## config.mk

```make
export PLATFORM = sky130hd
export DESIGN_NAME = redutor_bit
export DESIGN_NICKNAME = d
export VERILOG_FILES = /design/src/rtl/redutor_bit.sv
export SDC_FILE = /design/constraint.sdc
export NUM_CORES = 1
export LEC_CHECK = 0
export CAP_MARGIN = 10
export CORE_ASPECT_RATIO = 0.5
export CORE_UTILIZATION = 46
export DETAILED_ROUTE_END_ITERATION = 8
export GPL_TIMING_DRIVEN = 1
export PLACE_DENSITY = 0.86
export SYNTH_ARGS = -nofsm -noshare
export SYNTH_HDL_FRONTEND = slang
export SYNTH_SLANG_ARGS = --single-unit
export TNS_END_PERCENT = 100
```

## constraint.sdc

```tcl
create_clock -name clock -period 4.6 [get_ports clock]
set_input_delay 0.92 -clock clock [delete_from_list [all_inputs] [get_ports clock]]
set_output_delay 0.92 -clock clock [all_outputs]
set_load 0.01 [all_outputs]
```

## src/rtl/redutor_bit.sv

```systemverilog
//------------------------------------------------------------------------------
//  Module      : redutor_bit
//  Description : Packs a 32-bit signed value into a 16-bit I-type immediate
//                (sel=0) or a 26-bit J-type target (sel=1). It flags values
//                that do not fit and counts them in a saturating counter.
//                Results are held in a 2-entry FIFO with a valid/ready
//                handshake on both sides.
//  Options     : REDUTOR_SATURA_EN - clamp out-of-range values to the field
//                extremes instead of truncating them.
//  Revision    : 1.0 - initial release
//------------------------------------------------------------------------------
`default_nettype none

module redutor_bit #(
    parameter int CNT_W = 8
) (
    input  logic             clock,
    input  logic             reset,
    input  logic             in_valid,
    output logic             in_ready,
    input  logic             sel,
    input  logic [31:0]      entrada,
    output logic             out_valid,
    input  logic             out_ready,
    output logic [25:0]      saida,
    output logic             sel_out,
    output logic             overflow,
    output logic [CNT_W-1:0] ovf_count
);

    // Buffer occupancy states
    localparam logic [1:0] c_ST_EMPTY = 2'd0;
    localparam logic [1:0] c_ST_ONE   = 2'd1;
    localparam logic [1:0] c_ST_FULL  = 2'd2;

    localparam logic [CNT_W-1:0] c_CNT_MAX = {CNT_W{1'b1}};
    localparam logic [CNT_W-1:0] c_CNT_ONE = {{(CNT_W-1){1'b0}}, 1'b1};

    // Entry layout: {sel, overflow, field[25:0]}
    logic [1:0]       r_state;
    logic [27:0]      r_head;
    logic [27:0]      r_tail;
    logic [CNT_W-1:0] r_ovf_count;

    logic             w_push;
    logic             w_pop;
    logic             w_in_range;
    logic [25:0]      w_field;
    logic [27:0]      w_entry;

    assign in_ready  = (r_state != c_ST_FULL);
    assign out_valid = (r_state != c_ST_EMPTY);
    assign w_push    = in_valid && in_ready;
    assign w_pop     = out_valid && out_ready;

    // A value fits when every bit above the field's sign bit copies it
    assign w_in_range = sel ? ((&entrada[31:25]) | ~(|entrada[31:25]))
                            : ((&entrada[31:15]) | ~(|entrada[31:15]));

    // Field value: low bits of the input, or a clamp when saturation is built in
    always_comb begin
        w_field = sel ? entrada[25:0] : {10'b0, entrada[15:0]};
`ifdef REDUTOR_SATURA_EN
        if (!w_in_range) begin
            if (sel)
                w_field = entrada[31] ? 26'h2000000 : 26'h1FFFFFF;
            else
                w_field = entrada[31] ? 26'h0008000 : 26'h0007FFF;
        end
`else
        w_field = w_field;
`endif
    end

    assign w_entry = {sel, ~w_in_range, w_field};

    // FIFO state and storage; the head register always drives the outputs
    always_ff @(posedge clock) begin
        if (reset) begin
            r_state <= c_ST_EMPTY;
            r_head  <= '0;
            r_tail  <= '0;
        end else begin
            case (r_state)
                c_ST_EMPTY: begin
                    if (w_push) begin
                        r_head  <= w_entry;
                        r_state <= c_ST_ONE;
                    end
                end
                c_ST_ONE: begin
                    if (w_push && w_pop) begin
                        r_head <= w_entry;
                    end else if (w_push) begin
                        r_tail  <= w_entry;
                        r_state <= c_ST_FULL;
                    end else if (w_pop) begin
                        r_state <= c_ST_EMPTY;
                    end
                end
                c_ST_FULL: begin
                    if (w_pop) begin
                        r_head  <= r_tail;
                        r_state <= c_ST_ONE;
                    end
                end
                default: r_state <= c_ST_EMPTY;
            endcase
        end
    end

    // Overflow events are counted when accepted, saturating at all-ones
    always_ff @(posedge clock) begin
        if (reset) begin
            r_ovf_count <= '0;
        end else if (w_push && !w_in_range && (r_ovf_count != c_CNT_MAX)) begin
            r_ovf_count <= r_ovf_count + c_CNT_ONE;
        end
    end

    assign saida     = r_head[25:0];
    assign overflow  = r_head[26];
    assign sel_out   = r_head[27];
    assign ovf_count = r_ovf_count;

endmodule

`default_nettype wire

```

* Word-level counts from Yosys, hierarchy flattened
Cells that the tools add are included.
Word-level totals: latch bits 0, bits in registers 66, output and inout bits 38, RAM bits 0, logic and storage cells 48, memories kept 0, ROM bits 0
Operators by class: mux-type cells 12, reduce and logical (&&, ||, !) cells 16, multipliers 0, div/mod/pow operators 0, magnitude comparators 0, $add $sub $neg 1, bitwise gates (word level) 6, eq/ne operators 9, shift operators 0
Operators by type and width (count):
- 28-bit 2-to-1 mux | 3
- 28-bit case mux with 3 select lines | 1
- 26-bit 2-to-1 mux | 1
- 17-bit AND reduction | 1
- 17-bit OR reduction | 1
- 2-bit 2-to-1 mux | 5
- 2-bit inequality test, second input constant | 5
- 8-bit by 1-bit adder with 8-bit output, second input constant | 1
- 8-bit inequality test, second input constant | 1
- 4-bit AND reduction | 2
- 7-bit AND reduction | 1
- 7-bit OR reduction | 1
- 2-bit case mux with 3 select lines | 1
- 1-bit logical AND | 5
- 1-bit NOT | 4
- 3-bit inequality test, second input constant | 1
- 3-bit AND reduction | 1
- 3-bit nonzero test | 1
- 2-bit by 1-bit equality test with 1-bit output, second input constant | 1
- 2-bit equality test, second input constant | 1
- 2-bit logical NOT | 1
- 1-bit bitwise OR | 2
- 2-bit nonzero test | 1
- 1-bit logical NOT | 1
- 1-bit 2-to-1 mux | 1

* Longest topological paths before layout
Gate-level depths: netlist (run 1).
depth in word-level cells 7, mapped depth 8, gate-level depth less buffers 6

* Least setup slack after synthesis (run 1)
OpenSTA, ideal clock, no wires.
path kind input-to-reg, from in entrada[27], to reg r_ovf_count[7], in the netlist ovf_count[7], cell stages on the path 6, arrival time 2195 ps, data required time 4509 ps, slack 2314 ps, buffers on the path 1, cell sequence or4_1 nor4_2 o22a_2 buf_4 nor2_1 a311oi_1
On the way: cells in the longest elaborated chain, start to end 7, elaborated cells on any way between the ends 12
Ends and longest elaborated chain:
- start: declaration | line 22 | input logic [31:0] entrada,
- 17-bit OR reduction or 7-bit OR reduction (tied branches) | line 58, 57
- 1-bit NOT, on equally long branches | line 58, 57
- 1-bit bitwise OR, on equally long branches | line 58, 57
- 1-bit 2-to-1 mux (*) | line 57 | assign w_in_range = sel ? ((&entrada[31:25]) | ~(|entrada[31:25]))
- 1-bit logical NOT (*) | line 116 | end else if (w_push && !w_in_range && (r_ovf_count != c_CNT_MAX)) begin
- 1-bit logical AND (*) (2 in a row) | line 116
- end signal: assignment | line 117 | r_ovf_count <= r_ovf_count + c_CNT_ONE;
- end: declaration | line 43 | logic [CNT_W-1:0] r_ovf_count;
Mark *: on every way between the ends. The rest lies on a longest branch, timed or not. A chain may end at the register's enable or synchronous reset.

* Worst setup path in the final report (run 1)
from reg r_state[1], to out in_ready
On the way: cells in the longest elaborated chain, start to end 1
Ends and longest elaborated chain:
- start: declaration | line 40 | logic [1:0] r_state;
- start signal: assignment | line 80 | r_state <= c_ST_EMPTY;
- start signal: assignment | line 88 | r_state <= c_ST_ONE;
- start signal: assignment | line 96 | r_state <= c_ST_FULL;
- 2-bit inequality test | line 51 | assign in_ready = (r_state != c_ST_FULL);
- end: declaration | line 20 | output logic in_ready,
Every way passes these cells.

==> results summary, run 1 <==
Row generation in the floorplan step produced 19 rows. The launch instance of the worst min-delay path is r_tail[5]. The total clock sinks came out at 66. The share of the yosys chip area belonging to registers came out at 0.470. The layout net count is roughly 450. The total power came out at ~1.6 mW. The count of vias placed by the detailed router is 2858.

The die extent in x came out at 113 µm. The tree is rooted in a clkbuf_16. In this run, post-CTS hold repair placed 0 buffers. The leading cell type in the layout, fill and taps excluded is nand2_1.

In this run the static leakage power is around 1.3 nW. Of the total power, the clock network draws 0.465. The synthesized design contains 0 enable-type register cells. The worst hold path terminates at r_tail[5].

At the end of routability-driven placement, the weighted congestion stood at 0.793. The wire length after detailed routing came out at between 7000 and 8000 µm. The clock tree from TritonCTS is done. The flow ran to the end, and the final reports show no timing, DRC or antenna violations. The minimum setup slack among reg-to-reg paths is around 2.2 ns. The internal cell power came out at approximately 1.2 mW. The maximum buffer depth of the clock tree is 2.

The shortest period the worst path allows is roughly 3.3 ns. The iteration count of the initial detailed-routing pass is 4. The period utilization is 0.709. The critical path is of the flop to output pin type.

The min-delay analysis places its worst path in the category flop to flop. Derived from the worst setup path, the maximum achievable clock frequency is about 310 MHz. The clock skew after layout is roughly 0.0047 ns. The post-synthesis async set-or-reset flop share came out at 0. The floorplan core area is approximately 5700 µm². The total grt overflow is 0. The hold violation total from the final report came out at 0. The number of global-route vias before repair is 2562. The effective utilization at floorplan came out at 0.495.

The total of max-cap violations came out at 0. Buffers added to address setup during post-CTS repair amount to 0. The die covers ~6500 µm².

The endpoint type of the worst setup path is an output pin. The chip height is ~57 µm. The residual DRC count came out at 0. The number of resized instances in the post-cts repair step is 0. The maximum level of the CTS H-tree came out at 3.

The final sum of negative setup slack came out at 0 ns. The transition time at the pin with the least slew margin came out at about 1.1 ns. The net switching component of the power came out at approximately 370 µW. The wire length of the first global-routing pass is 12100 µm. The first-iteration detailed-routing DRC count is 215. The global-route usage over all layers is 0.242.

The total clock buffers created by CTS came out at 9. The top cell types in the final layout, fill and taps aside, are nand2_1 (90), clkdlybuf4s50_1 (73), dfxtp_1 (66), nor2_1 (36), a21oi_1 (34). In this run, synthesis produced a sequential element count of 66. The combined area of all synthesized cells came out at about 2800 µm². The number of warning messages in the yosys log is 0. Dividing total power by cell area gives a power density of roughly 400 nW/µm². Headroom to the max-slew limit came out at 0.240.

The placed wire-length estimate came out at 4750 µm. The distinct cell type count of the synthesized netlist is 41. Along the worst hold path, the cell count comes to 2.

The synthesized instance count came out at 356. After clock tree synthesis, the clock-pin slew on the worst setup and hold paths is 0.06 ns. Setup repair after global routing left no endpoint under its margin. The portion of synthesized cell area occupied by the leading cell type came out at 0.470.

The worst register-to-register path ends at ovf_count[3]. Of the total power, the share spent switching nets is 0.239. The number of antenna violations at the first check in global routing was 0. Of the cells placed in the final design, the portion with a size suffix greater than 1 is 0.0643. The largest total area in the synthesized netlist belongs to dfxtp_1.

The final number of max-transition violations was 0. In the synthesized netlist the dominant register cell turns out to be dfxtp_1. The post-synthesis net count is about 390.

The total of buffers placed on input and output ports is between 70 and 80. Ranked by total cell area, the synthesized netlist is headed by dfxtp_1 (47%), nand2_1 (12%), a311oi_1 (9.3%). Setup violations remaining at the end of the flow were counted as 0. The post-synthesis to final-layout area growth came out at 37.5%. Entering global routing, the biggest net connects 67 pins.

The part of the total power dissipated in combinational logic came out at 0.133. The peak supply drop is between 0.15 and 0.2 mV. The data arrival time of the critical path is between 2 and 2.5 ns.

The average size of a mapped cell is ~8 µm². The via count normalized by instance count came out at 5.80. The cell count of the worst reg-to-reg path came out at 7. The sequential group share of total power is 0.402. The largest driver fanout on the critical path is 33. The kind of start point of the critical path is a flop. The startpoint identified for the worst register-to-register timing path is r_state[0]. The clock reaches the later pin of the worst-skew pair after approximately 0.33 ns.

In this run the count of I/O pins placed on the die edge is 75. The required time reported for the critical path endpoint came out at around 3.7 ns. The total inserted antenna cells is 0. The average detailed-routed wire length per instance is 15.0 µm.

The antenna violation net count after detailed routing is 0.
power groups by stage:
stage | Sequential (mW) | Combinational (mW) | Clock [mW]
after global routing | 0.629 | 0.224 | 0.755
after detailed placement | 0.638 | 0.205 | 0
after floorplan | 0.646 | 0.0851 | 0
after CTS | 0.625 | 0.207 | 0.730
after global placement | 0.636 | 0.198 | 0
final | 0.626 | 0.206 | 0.723
worst max-delay path, cell delays in order (launching register included):
cell and delay, ns:
dfxtp_1 0.39, nor2b_2 0.16, buf_4 0.33, clkinv_2 0.49
clkdlybuf4s50_1 0.63
cell usage after synthesis, types with 3 or more instances:
master / n
o31ai_1: 4
or4_1: 5
a311oi_1: 30
nand4_1: 3
dfxtp_1: 66
a21oi_1: 34
clkbuf_1: 21
nand2_1: 90
nor2_1: 36
nor2b_1: 3
nand3_1: 25
o21ai_0: 3
stage by stage:
step                      std cells  hold slack [ns]  cell area, µm²   util  setup WS, ns
final                           493            0.456            3870  0.681          1.34
after floorplan                 356            0.437            2810      -          2.31
after global placement          477            0.441            3550  0.625          1.45
after detailed placement        477            0.447            3550  0.625          1.36
after CTS                       493            0.456            3870  0.681          1.36
after global routing            493            0.472            3870  0.681          1.20
worst max-delay path by stage:
| stage | end | cells past startpoint | start |
|---|---|---|---|
| 6_report | in_ready | 4 | r_state[1] |
| 5_1_grt | in_ready | 4 | r_state[1] |
| 4_1_cts | in_ready | 4 | r_state[1] |
| 3_5_place_dp | r_tail[20] | 5 | in_valid |
| 3_3_place_gp | r_tail[20] | 5 | in_valid |
| 2_1_floorplan | ovf_count[7] | 6 | entrada[27] |
layout make-up:
type,count,area [µm²]
clock inverters,7,93.8
clock buffers,9,225
repair buffers,76,751
flip-flops and latches,66,1320
fillers,454,1810
well taps,73,91.3
inverters,2,8.76
multi-input cells,260,1380
kinds of logic after synthesis:
kind of cell	synth area share
flip-flops	0.470
buffers and inverters	0.0480
multiplexers	0.00356
AO/OA/AOI/OAI	0.198
AND/OR/NAND/NOR	0.277
adder cells (fa/ha/maj)	0.00445
flip-flops by register name (all words and copies together), names as in the netlist:
register and flops:
ovf_count 8, r_head 28, r_state 2, r_tail 28
layer usage:
metal	wire length, µm	GRT usage
met4	132	0.126
met1	3080	0.286
met2	3720	0.409
met5	0	0
met3	479	0.0712
Note: power is estimated with default switching activity, not from simulation.
==> run 2: changes to the inputs <==
- CORE_UTILIZATION: 46 -> 43
- PLACE_DENSITY: 0.86 -> 0.85
- clock period: 4.6 -> 2.8 ns (I/O delays scaled with it)
==> run 2 against run 1 <==
Against the previous run: via count decreased by 1.6%; clock skew increased by 0.0044 ns; register-to-register slack got worse by 1.3 ns; clock power increased by 55%; sequential cell count unchanged; combinational power increased by 71%; sequential share of layout area decreased by 0.73 points; largest cell class unchanged.
==> results summary, run 2 (synthesized netlist as in run 1, its figures left out) <==
The flow ran to the end, and the final reports show no timing, DRC or antenna violations. Wires add up to roughly 7000 µm. The die covers slightly below 7000 µm². Setup slack on the worst reg-to-reg path comes out at 0.92 ns. The number of resized instances in the post-cts repair step came out at 0. The total grt overflow came out at 0. The total clock sinks is 66.

The endpoint identified for the worst register-to-register timing path is ovf_count[3]. Before antenna repair, the detailed router went through 4 iterations. The effective utilization at floorplan came out at 0.455. The critical path is of the flop to output pin type. 0 antenna diodes ended up in the layout. The number of post-CTS setup repair buffers is 0. The largest driver fanout on the critical path came out at 15. The worst slew margin relative to its limit is 0.706. The worst-case IR drop observed on VDD is approximately 0.3 mV. After detailed routing, the number of remaining DRC violations is 0. Measured on the finished design, the core utilization comes to 0.640.

The transition time at the pin with the least slew margin is approximately 0.44 ns. The worst hold path begins at r_tail[9]. The reg-to-reg startpoint is ovf_count[0]. The clock group share of total power is 0.449.

The class of the most critical hold timing path is flop to flop. The number of cells on the worst hold path came out at 2. The internal cell power came out at roughly 1.9 mW. The required time reported for the critical path endpoint is approximately 2.2 ns. The switching power share of the total came out at 0.245. The number of standard cells in the layout, taps in and fillers out is between 500 and 600. The die extent in x is around 120 µm. At the worst endpoint, the arrival time is 1.72 ns. The number of antenna violations at the first check in global routing is 0. The final route contains between 2k and 3k vias. The total of max-cap violations came out at 0. The clock passes through at most 2 buffers.

The number of global-route vias before repair is 2519. The root buffer selected by CTS is clkbuf_16. The wire length of the first global-routing pass came out at approximately 12000 µm. The worst path in the final design needs a cycle of ~2.3 ns, including I/O delays and setup. The total clock buffers created by CTS is 9. The hold violation total from the final report is 0. The power per cell area is approximately 630 nW/µm².

The number of core rows came out at 20. The clock tree from TritonCTS is done. The cts-stage hold buffer count is 0. For this run, the total global-route usage over all layers was measured as 0.221. The cell total after placement is around 500. The average detailed-routed wire length per instance is around 14 µm.

The smallest setup slack after layout is between 0.5 and 0.6 ns. Timing analysis after detailed placement gives a worst setup slack of approximately 0.3 ns. The placed wire-length estimate is ~4700 µm. The later pin in the worst-skew pair is clocked with a latency of about 0.33 ns. The part of the total power dissipated in combinational logic is 0.141. The region available for standard cell placement spans between 6000 and 7000 µm². Setup violations remaining at the end of the flow were counted as 0. The chip height is ~60 µm. In the final design database the tool counted approximately 460 nets. The maximum clock frequency came out at between 400 and 500 MHz. The path with the worst hold slack has its endpoint at r_tail[9].

The library cell used most frequently in the layout, excluding fill and tap cells, is nand2_1. The top-level I/O count is 75. The endpoint type of the worst setup path is an output pin. The final number of max-transition violations came out at 0. The leakage dissipation came out at between 1 and 1.5 nW. The sequential group share of total power came out at 0.410. The ratio of cells with drive above 1 in the final layout came out at 0.0839. The period utilization is 0.814.

The detailed router finished its first iteration with 190 violations. The cell count of the worst reg-to-reg path came out at 5. The kind of start point of the critical path is a flop.

The clock skew after layout is a little over 0.009 ns. The via count normalized by instance count came out at ~5.4. The congestion estimate from routability-driven global placement came to approximately 0.79.

After routing, the total negative slack on setup checks comes to 0 ns. The total of buffers placed on input and output ports is between 70 and 80. In the layout the commonest cells are nand2_1 (90), clkdlybuf4s50_1 (73), dfxtp_1 (66), nor2_1 (36), a21oi_1 (34). Relative to the synthesized area, the layout overhead comes to 40.6%. The maximum level of the CTS H-tree is 3. The net switching component of the power is a little over 600 µW. The clock-pin slew on the worst setup and hold paths came out at approximately 0.050 ns. Setup repair after global routing left no endpoint under its margin.

The pin count of the biggest net entering global routing came out at 34. The antenna violation net count after detailed routing came out at 0.
-- run 2: changes by cell type in the layout (fill, tap and decap cells not counted) --
cell        delta
bufinv_16      -1
clkinv_2       -1
buf_12         +1
clkinvlp_4     +1
clkbuf_8       +1
buf_4          +8
-- run 2: worst max-delay path by stage --
stage | startpoint | endpoint | cells past startpoint
after global placement | entrada[27] | ovf_count[7] | 6
after global routing | r_state[1] | in_ready | 3
after floorplan | entrada[27] | ovf_count[7] | 6
final | r_state[1] | in_ready | 3
after CTS | r_state[1] | in_ready | 3
after detailed placement | entrada[27] | ovf_count[7] | 6
-- run 2: area by class of cell --
type                       instances  area, µm²
fill                             557       2230
multi-input combinational        260       1380
sequential                        66       1320
timing repair buffer              85        831
clock buffer                      10        239
tap                               88        110
clock inverter                     6       66.3
inverter                           2       8.76
-- run 2: metal layers --
layer  vias to the layer above  share of wire  track usage
met4                         0         0.0064       0.0861
met1                      1327           0.44        0.272
met2                        73           0.50        0.372
met5                         -              0            0
met3                         5          0.057       0.0624
li1                       1408              -            -
-- run 2: metrics by stage --
| stage | area (µm²) | power (mW) | hold WS [ns] |
|---|---|---|---|
| 5_1_grt | 3960 | 2.61 | 0.472 |
| 3_5_place_dp | 3650 | 1.39 | 0.447 |
| 2_1_floorplan | 2810 | 1.20 | 0.437 |
| 3_3_place_gp | 3650 | 1.39 | 0.442 |
| 6_report | 3960 | 2.50 | 0.453 |
| 4_1_cts | 3960 | 2.52 | 0.455 |
-- run 2: worst max-delay path, stage by stage, from the launching register on --
cell	delay [ns]
dfxtp_1	0.40
nor2b_2	0.20
clkinv_2	0.22
clkdlybuf4s50_1	0.57
-- run 2: power groups by stage --
stage,clock [mW],combinational (mW),sequential [mW]
after floorplan,0,0.140,1.06
after global placement,0,0.344,1.04
after detailed placement,0,0.349,1.05
after CTS,1.14,0.353,1.03
after global routing,1.20,0.386,1.03
final,1.12,0.352,1.03
==> run 3: changes to the inputs <==
- CORE_UTILIZATION: 43 -> 46
- PLACE_DENSITY: 0.85 -> 0.86
- clock period: 2.8 -> 2.1 ns (I/O delays scaled with it)
==> run 3 against run 2 <==
Against the previous run: first-iteration DRC count grew 23%; combinational power grew 45%; clock skew shrank 0.0029 ns; global-route usage grew 4.4 points; final area grew 4.2%; largest power group unchanged; highest routed layer unchanged.
==> results summary, run 3 (synthesized netlist as in run 1, its figures left out) <==
The run finished with clean final reports. The chip height came out at roughly 57 µm. The effective utilization at floorplan came out at 0.495. The peak supply drop came out at around 0.44 mV.

The final number of max-transition violations is 0. The die is between 100 and 150 µm wide. Buffers placed on the I/O ports in this run total 74. The leakage dissipation is approximately 1.5 nW. The number of fill cells is 427. The kind of start point of the critical path is an input pin.

The total length of routed met2 wires came out at approximately 4200 µm. The power per cell area is roughly 810 nW/µm². The ratio of cells with drive above 1 in the final layout is 0.123.

The hold violation total from the final report came out at 0. The antenna violation net count after detailed routing is 0. The worst setup path is captured at a flop. The library cell used most frequently in the layout, excluding fill and tap cells, is nand2_1. The iteration count of the initial detailed-routing pass came out at 5.

Measured on the finished design, the core utilization comes to 0.726. For this run, the post-layout net count is ~480. In the final routed layout, each cell accounts on average for between 15 and 20 µm. The die area is 6450 µm². The wire length of the first global-routing pass is 13200 µm. The worst register-to-register path begins at ovf_count[0]. In the detailed route, the total length drawn on met3 is between 400 and 500 µm. The top-level I/O count came out at 75. TritonCTS built the clock tree. The final worst hold slack came out at roughly 0.46 ns.

At the placement stage, the worst setup path has a slack of -0.251 ns. The floorplan core area came out at between 5000 and 6000 µm². The data arrival time of the critical path came out at roughly 2.3 ns.

The total inserted antenna cells is 0. The routed layout has 3007 vias. The pin count of the biggest net entering global routing came out at 40. The root buffer selected by CTS is clkbuf_16. The critical path goes through clkdlybuf4s50_1 -> or4_1 -> nor4_4 -> o22a_2 -> buf_4 -> o21ai_0 -> a21oi_1. Leaving out fill and tap cells, the most frequent cells in the layout are nand2_1 (90), clkdlybuf4s50_1 (73), dfxtp_1 (66), nor2_1 (36), a21oi_1 (34). After global routing the overflow that remains totals 0. Setup violations remaining at the end of the flow were counted as 0. The area used by sequential logic in the layout is around 1300 µm². The total clock buffers created by CTS is 9. The master of the slowest instance on the critical path is or4_1. The period utilization came out at 0.985. Counting I/O delays and the setup requirement, the final critical path takes 2.07 ns.

The wire length after detailed routing came out at about 8200 µm. The worst slew margin relative to its limit came out at 0.655. Row generation in the floorplan step produced 19 rows.

The first-iteration detailed-routing DRC count came out at about 230. The uppermost metal layer occupied by signal nets is met4. The clock arrives with 0.00626 ns of skew. The launch instance of the worst min-delay path is r_tail[16]. The total clock sinks is 66. The wire length on met1 came out at 3360 µm. The number of antenna violations at the first check in global routing is 0. The number of global-route vias before repair is ~2.8k. The total of max-cap violations is 0. The transition time at the pin with the least slew margin came out at around 0.52 ns. The largest driver fanout on the critical path is 6.

The final sum of negative setup slack is 0 ns. The critical path is of the input pin to flop type. The clock insertion delay at the later pin of the skew report is about 0.33 ns. The min-delay analysis places its worst path in the category flop to flop. The H-tree was split into 3 levels. For the worst setup path, the data required time is ~2.4 ns.

The placed wire-length estimate came out at 5380 µm. For this run, the total global-route usage over all layers was measured as 0.265. The smallest setup slack after layout is 0.0311 ns. Static timing analysis puts the maximum clock frequency at approximately 480 MHz. The maximum buffer depth of the clock tree came out at 2.

The clock-pin slew on the worst setup and hold paths came out at ~0.06 ns. The post-synthesis to final-layout area growth is 46.5%. Using the TritonRoute via totals, the vias-per-cell ratio works out to 5.77. The final weighted congestion of routability-driven global placement is between 0.7 and 0.8. The footprint of the multi-input gates came out at 1400 µm².

The critical path starts at entrada[27]. For this run, design rule violations remaining after detail routing come to 0. For this run, the slowest stage of the critical path takes a little under 0.6 ns.
## run 3: cell types whose count changed in the layout (fill, tap and decap cells not counted), moves of 2 or more
cell and delta:
clkinv_2 +2, buf_4 +15, clkinvlp_4 -2, buf_12 +3
## run 3: cell type report
| type | count | share of cell area |
|---|---|---|
| flip-flops and latches | 66 | 0.320 |
| inverters | 2 | 0.00212 |
| repair buffers | 103 | 0.243 |
| multi-input cells | 261 | 0.340 |
| clock buffers | 9 | 0.0546 |
| clock inverters | 7 | 0.0170 |
| well taps | 73 | 0.0222 |
## run 3: what timing repair did
action / in CTS / in global routing
buffers inserted: 0 / 1
hold buffers: 0 / 0
gates resized for setup: 0 / 2
setup endpoints to repair: 0 / 4
## run 3: worst max-delay path: cells and delay by family
family | cells | cell delay (ns)
AO/OA/AOI/OAI | 3 | 0.50
buffers and inverters | 2 | 0.57
AND/OR/NAND/NOR | 2 | 0.83
## run 3: report_power, final
group / total, mW / internal [mW] / leakage [nW] / switching (mW)
logic: 0.512 / 0.272 / 0.813 / 0.240
clock network: 1.47 / 0.915 / 0.145 / 0.556
registers: 1.37 / 1.33 / 0.540 / 0.0464
## run 3: through the flow
stage	power, mW	std cells	cell area (µm²)
after global routing	3.47	521	4120
final	3.35	521	4120
after floorplan	1.60	356	2810
after detailed placement	1.90	503	3800
after global placement	1.88	503	3800
after CTS	3.36	519	4090
## run 3: final timing paths
kind	endpoint	slack (ns)	cells after the start
setup / recovery	ovf_count[1]	0.03	7
hold / removal	r_tail[16]	0.46	2
setup reg to reg	ovf_count[3]	0.20	5
hold reg to reg	r_tail[16]	0.46	2
## run 3: metal layers
layer / GRT usage / vias to the layer above
li1: - / 1442
met4: 0.122 / 0
met3: 0.0691 / 14
met2: 0.475 / 118
met1: 0.302 / 1433
met5: 0 / -
